`config.mk`:
```
export PLATFORM = sky130hd
export DESIGN_NAME = urand_norm
export DESIGN_NICKNAME = d
export VERILOG_FILES = /design/src/rtl/urand_norm.sv
export SDC_FILE = /design/constraint.sdc
export NUM_CORES = 1
export LEC_CHECK = 0
export ABC_AREA = 1
export BUFFER_PORTS_ARGS = -buffer_cell sky130_fd_sc_hd__buf_2
export CAP_MARGIN = 0
export CORE_ASPECT_RATIO = 0.75
export CORE_MARGIN = 1.5
export CORE_UTILIZATION = 50
export DETAILED_ROUTE_END_ITERATION = 7
export PLACE_DENSITY = 0.69
export SLEW_MARGIN = 10
export SYNTH_ARGS = -nofsm -noshare
export SYNTH_HDL_FRONTEND = slang
export SYNTH_SLANG_ARGS = --single-unit
```
`constraint.sdc`:
```
create_clock -name clk -period 2.8 [get_ports clk]
set_input_delay 0.14 -clock clk [delete_from_list [all_inputs] [get_ports clk]]
set_output_delay 0.14 -clock clk [all_outputs]
set_load 0.005 [all_outputs]
```
`src/rtl/urand_norm.sv`:
```
// Uniform (0,1) sample source for ln: Galois LFSR draw, zero rejection, and range reduction
// of U to a Q1.8 mantissa m in [0.5,1) with shift count k so that U = m * 2^-k.
module urand_norm #(
    parameter int unsigned          LFSR_W = 16,
    parameter logic [LFSR_W-1:0]    SEED   = 16'hACE1,
    parameter logic [LFSR_W-1:0]    TAPS   = 16'hB400,
    parameter int unsigned          FRAC_W = 8,
    localparam int unsigned         K_W    = $clog2(FRAC_W)
) (
    input  logic              clk,
    input  logic              rst,
    input  logic              req,
    output logic [FRAC_W:0]   x0,
    output logic [K_W-1:0]    k,
    output logic              start,
    output logic              busy
);

    typedef enum logic [1:0] {StIdle, StDraw, StNorm, StEmit} state_e;

    state_e              state_q, state_d;
    logic [LFSR_W-1:0]   lfsr_q, lfsr_d;
    logic [FRAC_W:0]     m_q, m_d;
    logic [FRAC_W:0]     x0_q, x0_d;
    logic [K_W-1:0]      k_q, k_d;
    logic                start_q, start_d;
    logic                busy_q, busy_d;

    logic [LFSR_W-1:0]   lfsr_step;
    logic [FRAC_W-1:0]   u;

    assign lfsr_step = (lfsr_q >> 1) ^ (lfsr_q[0] ? TAPS : '0);
    assign u         = lfsr_step[LFSR_W-1 -: FRAC_W];

    always_comb begin
        state_d = state_q;
        lfsr_d  = lfsr_q;
        m_d     = m_q;
        x0_d    = x0_q;
        k_d     = k_q;
        start_d = start_q;
        busy_d  = busy_q;
        case (state_q)
            StIdle: begin
                if (req) begin
                    state_d = StDraw;
                    busy_d  = 1'b1;
                    k_d     = '0;
                end
            end
            StDraw: begin
                lfsr_d = lfsr_step;
                // A zero fraction would make ln(U) undefined, so keep drawing.
                if (u != '0) begin
                    m_d     = {1'b0, u};
                    state_d = StNorm;
                end
            end
            StNorm: begin
                if (m_q[FRAC_W-1]) begin
                    x0_d    = m_q;
                    start_d = 1'b1;
                    state_d = StEmit;
                end else begin
                    m_d = m_q << 1;
                    k_d = k_q + 1'b1;
                end
            end
            StEmit: begin
                start_d = 1'b0;
                busy_d  = 1'b0;
                state_d = StIdle;
            end
            default: state_d = StIdle;
        endcase
    end

    always_ff @(posedge clk) begin
        if (rst) begin
            state_q <= StIdle;
            lfsr_q  <= SEED;
            m_q     <= '0;
            x0_q    <= '0;
            k_q     <= '0;
            start_q <= 1'b0;
            busy_q  <= 1'b0;
        end else begin
            state_q <= state_d;
            lfsr_q  <= lfsr_d;
            m_q     <= m_d;
            x0_q    <= x0_d;
            k_q     <= k_d;
            start_q <= start_d;
            busy_q  <= busy_d;
        end
    end

    assign x0    = x0_q;
    assign k     = k_q;
    assign start = start_q;
    assign busy  = busy_q;

endmodule

```
==> impl_metrics.tcl, run 1 <==
set metrics [dict create \
    syn_to_final_growth_pct 8.899 \
    ios 17 \
    final_cell_area_um2 2006 \
    wirelength_mm 3.611 \
    final_cells 300 \
    finalPower_uw 2142 \
    synth_area_leaders "dfxtp_1 42%, nor2_1 9.4%, nand2_1 6.5%, o21ai_0 6.0%, a21oi_1 4.1%" \
    synth.most_common_cell "nor2_1" \
    whs_path_depth 2 \
    worstSkewPairLatency_ps 280 \
    r2r_slack_ps 910 \
    async_flop_share_pct 0 \
    worstMarginPinSlew_ps 754.0 \
    ys_seq_area_share_pct 42.39 \
    critPathTopFamily "simple AND/OR/NAND/NOR gates" \
    drive_gt1_share_pct 15.60 \
    critPathArrivalTime_ps 2120 \
    synth-edff-count 0 \
    start_util_pct 54.16 \
    grt_start_max_net_pins 30 \
    fin_crit_sh_pct 67.64 \
    ys_types 35 \
    critPathMaxFanout 19 \
    clk_pin_slew_ps 70 \
    syn_inst 238 \
    slew_viol_final 0 \
    die_x_um 73.08 \
    worst-endpoint-required_ps 3020 \
    crit_buf_inv 2 \
    first_iter_violations 79 \
    setup-tns-final_ps 0 \
    final.setup_skew_ps 3.599 \
    core_area_um2 3401 \
    rsz0062_at_grt "no" \
    drt-pass1-iter-count 4 \
    period_needed_ps 1894 \
    nNetsFinal 258 \
    grt_usage_pct 19.74 \
    cts_root_buffer "clkbuf_8" \
    hpwl_mm 2.611 \
    die_y_um 55.56 \
    grt_pass1_wl_mm 6.065 \
    wl_per_cell_um 12.04 \
    r2r.worst_path.cells 8 \
    viasPerCell 4.883 \
    rows 18 \
    relSlewSlack_pct 49.68 \
    postSynthNetCount 247 \
    numClockSinks 39 \
    cts_buffers 5 \
    synth_top_flop_cell "dfxtp_1" \
    vias 1465 \
    cts_setup_buffers 0 \
    cts_hold_buffers 0 \
    powerDensity_nw_per_um2 1068 \
    grt_pass1_vias 1280 \
    placed_cells 292 \
    cts_tree "done" \
    min_path_type "input port to flip-flop" \
    drtAntennaViolNets 0 \
    slowest_stage "ha_1" \
    n_antenna_cell 0 \
    post-synth-top-area-cell "dfxtp_1" \
    p_leak_uw 0.0009407 \
    synth_top_area_share_pct 42.39 \
    place_ws_ps 957.2 \
    ir_worst_vdd_mv 0.5337 \
    setup_ws_ps 906.0 \
    crit_top_cell "nor2_1" \
    h-tree-depth 2 \
    ys_seq_elements 39 \
    cpPeakStageDelay_ps 580 \
    synth_common_cells "46 x nor2_1, 39 x dfxtp_1, 32 x nand2_1" \
    path_depth 8 \
    end_kind "flip-flop" \
    path_cells "inv_1, ha_1, nor2_1, nor2_4, nand2_2, inv_2, nor2_1, nor2_1" \
    grt.overflow.total 0 \
    startpoint_type "flip-flop" \
    synth_area_per_cell_um2 7.739 \
    syn-cell-area_um2 1842 \
    fmax_ghz 0.5280 \
    route.detailed.drc 0 \
    cts.repair.resized 0 \
    drv_cap 0 \
    io_buffers 15 \
    outcome "completed" \
    yosys_warnings 0 \
    cts_buffer_depth 2 \
    finalWeightedCongestion 0.8792 \
    placed_area_um2 1906 \
    antenna_found_initial 0 \
    worstSetupPathType "flip-flop to flip-flop" \
    setup_viol 0 \
    hold_viol_final 0 \
    dieArea_um2 4060 \
]
## flip-flops by register name, indices dropped and copies added, names as in the netlist
name     count
lfsr_q      16
k            3
m_q          8
busy         1
start        1
state_q      2
x0           8
## final cells by class
cell class	instances	area, um^2
Sequential cell	39	780.7
Timing Repair Buffer	16	82.58
Inverter	23	91.34
Multi-Input combinational cell	164	888.4
Tap cell	50	62.56
Clock buffer	8	100.1
Fill cell	330	1395
## cell usage in the layout, fill, tap and decap left out, drive strengths merged
master	count
nand2	36
xor2	2
clkinv	1
nor3	1
xnor2	1
o211ai	2
buf	16
o22ai	1
nand4	3
dfxtp	39
a21oi	16
ha	6
nand3	15
conb	1
o21ai	22
nor2	49
nand3b	7
clkbuf	8
inv	22
a211oi	2
## logic make-up (layout without fill, tap and decap cells)
kind of cell	after synthesis	in the layout	share of synthesized area, %
buffers and inverters	35	47	9.374
XOR/XNOR	3	3	1.427
flip-flops	39	39	42.39
adder cells (fa/ha/maj)	6	6	4.076
other	1	1	0.2036
AO/OA/AOI/OAI	43	43	12.77
AND/OR/NAND/NOR	111	111	29.76
## through the flow
stage | util, % | hold slack, ps
CTS | 58.98 | 168.2
finish | 58.98 | 170.2
global placement | 56.03 | 443.0
detailed placement | 56.03 | 443.0
global route | 58.98 | 198.9
floorplan | - | 356.4
## metal layers
layer / wire [um] / GRT usage [%] / part of all wire, % / up-vias
li1: - / - / - / 788
met1: 1964 / 31.78 / 54 / 640
met2: 1408 / 24.03 / 39 / 35
met3: 215 / 5.474 / 6.0 / 2
met4: 23 / 7.278 / 0.64 / 0
met5: 0 / 0 / 0 / -
## worst paths after layout
check | startpoint | endpoint
worst max-delay path | state_q[0] | m_q[6]
worst min-delay path | rst | m_q[0]
worst max register to register | state_q[0] | m_q[6]
worst min register to register | lfsr_q[6] | lfsr_q[6]
## where the power goes
part	total (uW)	leakage, uW	internal [uW]	switching, uW
Sequential	849	0.000320	726	123
Clock	405	0.0000515	225	180
Combinational	889	0.000569	331	558
No activity file was read; power rests on OpenSTA's default activity.
==> run 2: changes to the inputs <==
ABC_AREA = 0   (was 1)
clock period = 1.9 ns   (was 2.8 ns; I/O delays follow)
==> run 2 against run 1 <==
  * Synthesized cell count down 14%
  * Cell count down 14%
  * Area after synthesis down 4.5%
  * Register-to-register slack worse by 770 ps
  * Clock skew up 3.8 ps
  * First-iteration DRC count down 19%
  * Die area down 4.3%
  * Sequential share of layout area up 1.1 points
  * Non-clock buffer count up 6
  * Utilization down 0.46 points
  * Worst hold slack better by 15 ps
==> impl_metrics.tcl, run 2 <==
set metrics [dict create \
    synth_top_area_share_pct 44.38 \
    drtAntennaViolNets 0 \
    setup_viol 0 \
    cts_tree "done" \
    synth_common_cells "39 x dfxtp_1, 23 x nor2_1, 21 x nand2_1" \
    hold_ws_ps 184.9 \
    largest_reg_flops 16 \
    vias 1394 \
    finalWeightedCongestion 0.8038 \
    fin_crit_sh_pct 93.00 \
    ys_seq_area_share_pct 44.38 \
    critPathTopFamily "simple AND/OR/NAND/NOR gates" \
    wl_per_cell_um 12.93 \
    rows 18 \
    grt_usage_pct 19.18 \
    io_buffers 15 \
    worstSkewPairLatency_ps 290 \
    ys_types 35 \
    route.detailed.drc 0 \
    path_cells "inv_1, ha_1, nor2b_4, and3_4, or4_1, o31ai_1" \
    cts_buffers 5 \
    hpwl_mm 2.282 \
    h-tree-depth 2 \
    min_path_type "input port to flip-flop" \
    syn-cell-area_um2 1759 \
    top_register "lfsr_q" \
    hold_viol_final 0 \
    grt_start_max_net_pins 45 \
    syn_inst 205 \
    dieArea_um2 3887 \
    cpPeakStageDelay_ps 520 \
    worstSetupPathType "flip-flop to flip-flop" \
    nNetsFinal 227 \
    clk_pin_slew_ps 70 \
    numClockSinks 39 \
    syn_to_final_growth_pct 10.88 \
    ios 17 \
    fin_util_pct 58.52 \
    synth_top_flop_cell "dfxtp_1" \
    rsz0062_at_grt "no" \
    relSlewSlack_pct 49.37 \
    start_util_pct 52.78 \
    die_x_um 71.49 \
    postSynthNetCount 214 \
    setup_ws_ps 133.0 \
    fmax_ghz 0.5659 \
    cts_root_buffer "clkbuf_8" \
    slew_viol_final 0 \
    synth-edff-count 0 \
    multi_input_area_um2 893.4 \
    drt-pass1-iter-count 6 \
    grt_pass1_vias 1251 \
    drv_cap 0 \
    powerDensity_nw_per_um2 1417 \
    crit_buf_inv 1 \
    cts_setup_buffers 0 \
    n_antenna_cell 0 \
    period_needed_ps 1767 \
    critPathArrivalTime_ps 1960 \
    post-synth-top-area-cell "dfxtp_1" \
    end_kind "flip-flop" \
    fillers 299 \
    critPathMaxFanout 18 \
    synth_area_per_cell_um2 8.581 \
    cts_buffer_depth 2 \
    synth.most_common_cell "dfxtp_1" \
    setup-tns-final_ps 0 \
    worstMarginPinSlew_ps 759.4 \
    final_cell_mix "39 x dfxtp_1, 23 x nor2_1, 21 x nand2_1, 17 x a21oi_1, 15 x buf_2" \
    yosys_warnings 0 \
    synth_area_leaders "dfxtp_1 44%, nor2_1 4.9%, a21oi_1 4.8%, mux2i_1 4.6%, nand2_1 4.5%" \
    drive_gt1_share_pct 16.89 \
    startpoint_type "flip-flop" \
    core_area_um2 3333 \
    grt_pass1_wl_mm 5.671 \
    wirelength_mm 3.350 \
    p_leak_uw 0.0007805 \
    final_common_cell "dfxtp_1" \
    async_flop_share_pct 0 \
    ys_seq_elements 39 \
    first_iter_violations 64 \
    worst-endpoint-required_ps 2090 \
    outcome "completed" \
    grt.overflow.total 0 \
    antenna_found_initial 0 \
    final.setup_skew_ps 7.372 \
    ir_worst_vdd_mv 0.7697 \
    viasPerCell 5.382 \
    finalPower_uw 2765 \
    seqCellArea_um2 780.7 \
    cts_hold_buffers 0 \
    die_y_um 54.37 \
    slowest_stage "or4_1" \
    place_ws_ps 34.05 \
]
## run 2: cell count changes in the layout (fill, tap and decap cells not counted), sizes merged, moves of 4 or more
cell / previous run / this run
nor2: 49 / 23
inv: 22 / 3
nand3: 15 / 0
nand2: 36 / 22
nor2b: 0 / 13
o21ai: 22 / 12
mux2i: 0 / 8
a31oi: 0 / 6
buf: 16 / 22
nand3b: 7 / 1
a211o: 0 / 5
nand2b: 0 / 4
## run 2: routing by layer
metal	part of all wire [%]	vias up	global-route usage [%]	wire, um
li1	-	727	-	-
met1	51	640	24.83	1699
met2	44	25	30.22	1481
met3	4.6	2	6.998	153
met4	0.45	0	6.289	15
met5	0	-	0	0
## run 2: worst reg2reg max path, cell delays in order (launching register included)
cell     delay, ps
dfxtp_1        370
inv_1           70
ha_1           230
nor2b_4        150
and3_4         220
or4_1          530
o31ai_1        100
## run 2: repair_timing
action | CTS | global route
gates resized for setup | 1 | 4
setup endpoints to repair | 1 | 9
pin swaps | 0 | 0
## run 2: cell families (layout without fill, tap and decap cells)
family	Yosys count	in the layout	share of synthesized area [%]
and+or+nand+nor	80	80	22.83
xor gates and xnor gates	3	3	1.494
DFF	39	39	44.38
muxes	8	8	4.552
adders and majority gates	6	6	4.267
buffers and inverters	19	33	5.334
other	1	1	0.2132
AOI/OAI and AO/OA	49	49	16.93
## run 2: cell type report
type | instances | area share (%)
clock inverters | 3 | 0.7697
multi-input cells | 147 | 45.80
inverters | 3 | 0.5773
well taps | 40 | 2.566
clock buffers | 5 | 3.528
flip-flops and latches | 39 | 40.03
repair buffers | 22 | 6.735
## run 2: metrics by stage
step | std cells | area (um^2)
floorplan | 205 | 1759
global placement | 251 | 1854
global route | 259 | 1951
detailed placement | 251 | 1854
CTS | 259 | 1939
finish | 259 | 1951
## run 2: path summary, 6_finish.rpt
| kind | to | from | slack (ps) | depth (start not counted) |
|---|---|---|---|---|
| max reg2reg | state_q[0] | state_q[1] | 130 | 6 |
| max | state_q[0] | state_q[1] | 130 | 6 |
| min reg2reg | x0[3] | x0[3] | 450 | 2 |
| min | busy | req | 180 | 5 |
## run 2: power breakdown
part / internal [uW] / total (uW) / switching, uW
Sequential: 1010 / 1170 / 167
Clock: 251 / 530 / 279
Combinational: 496 / 1060 / 565
Total: 1750 / 2760 / 1010
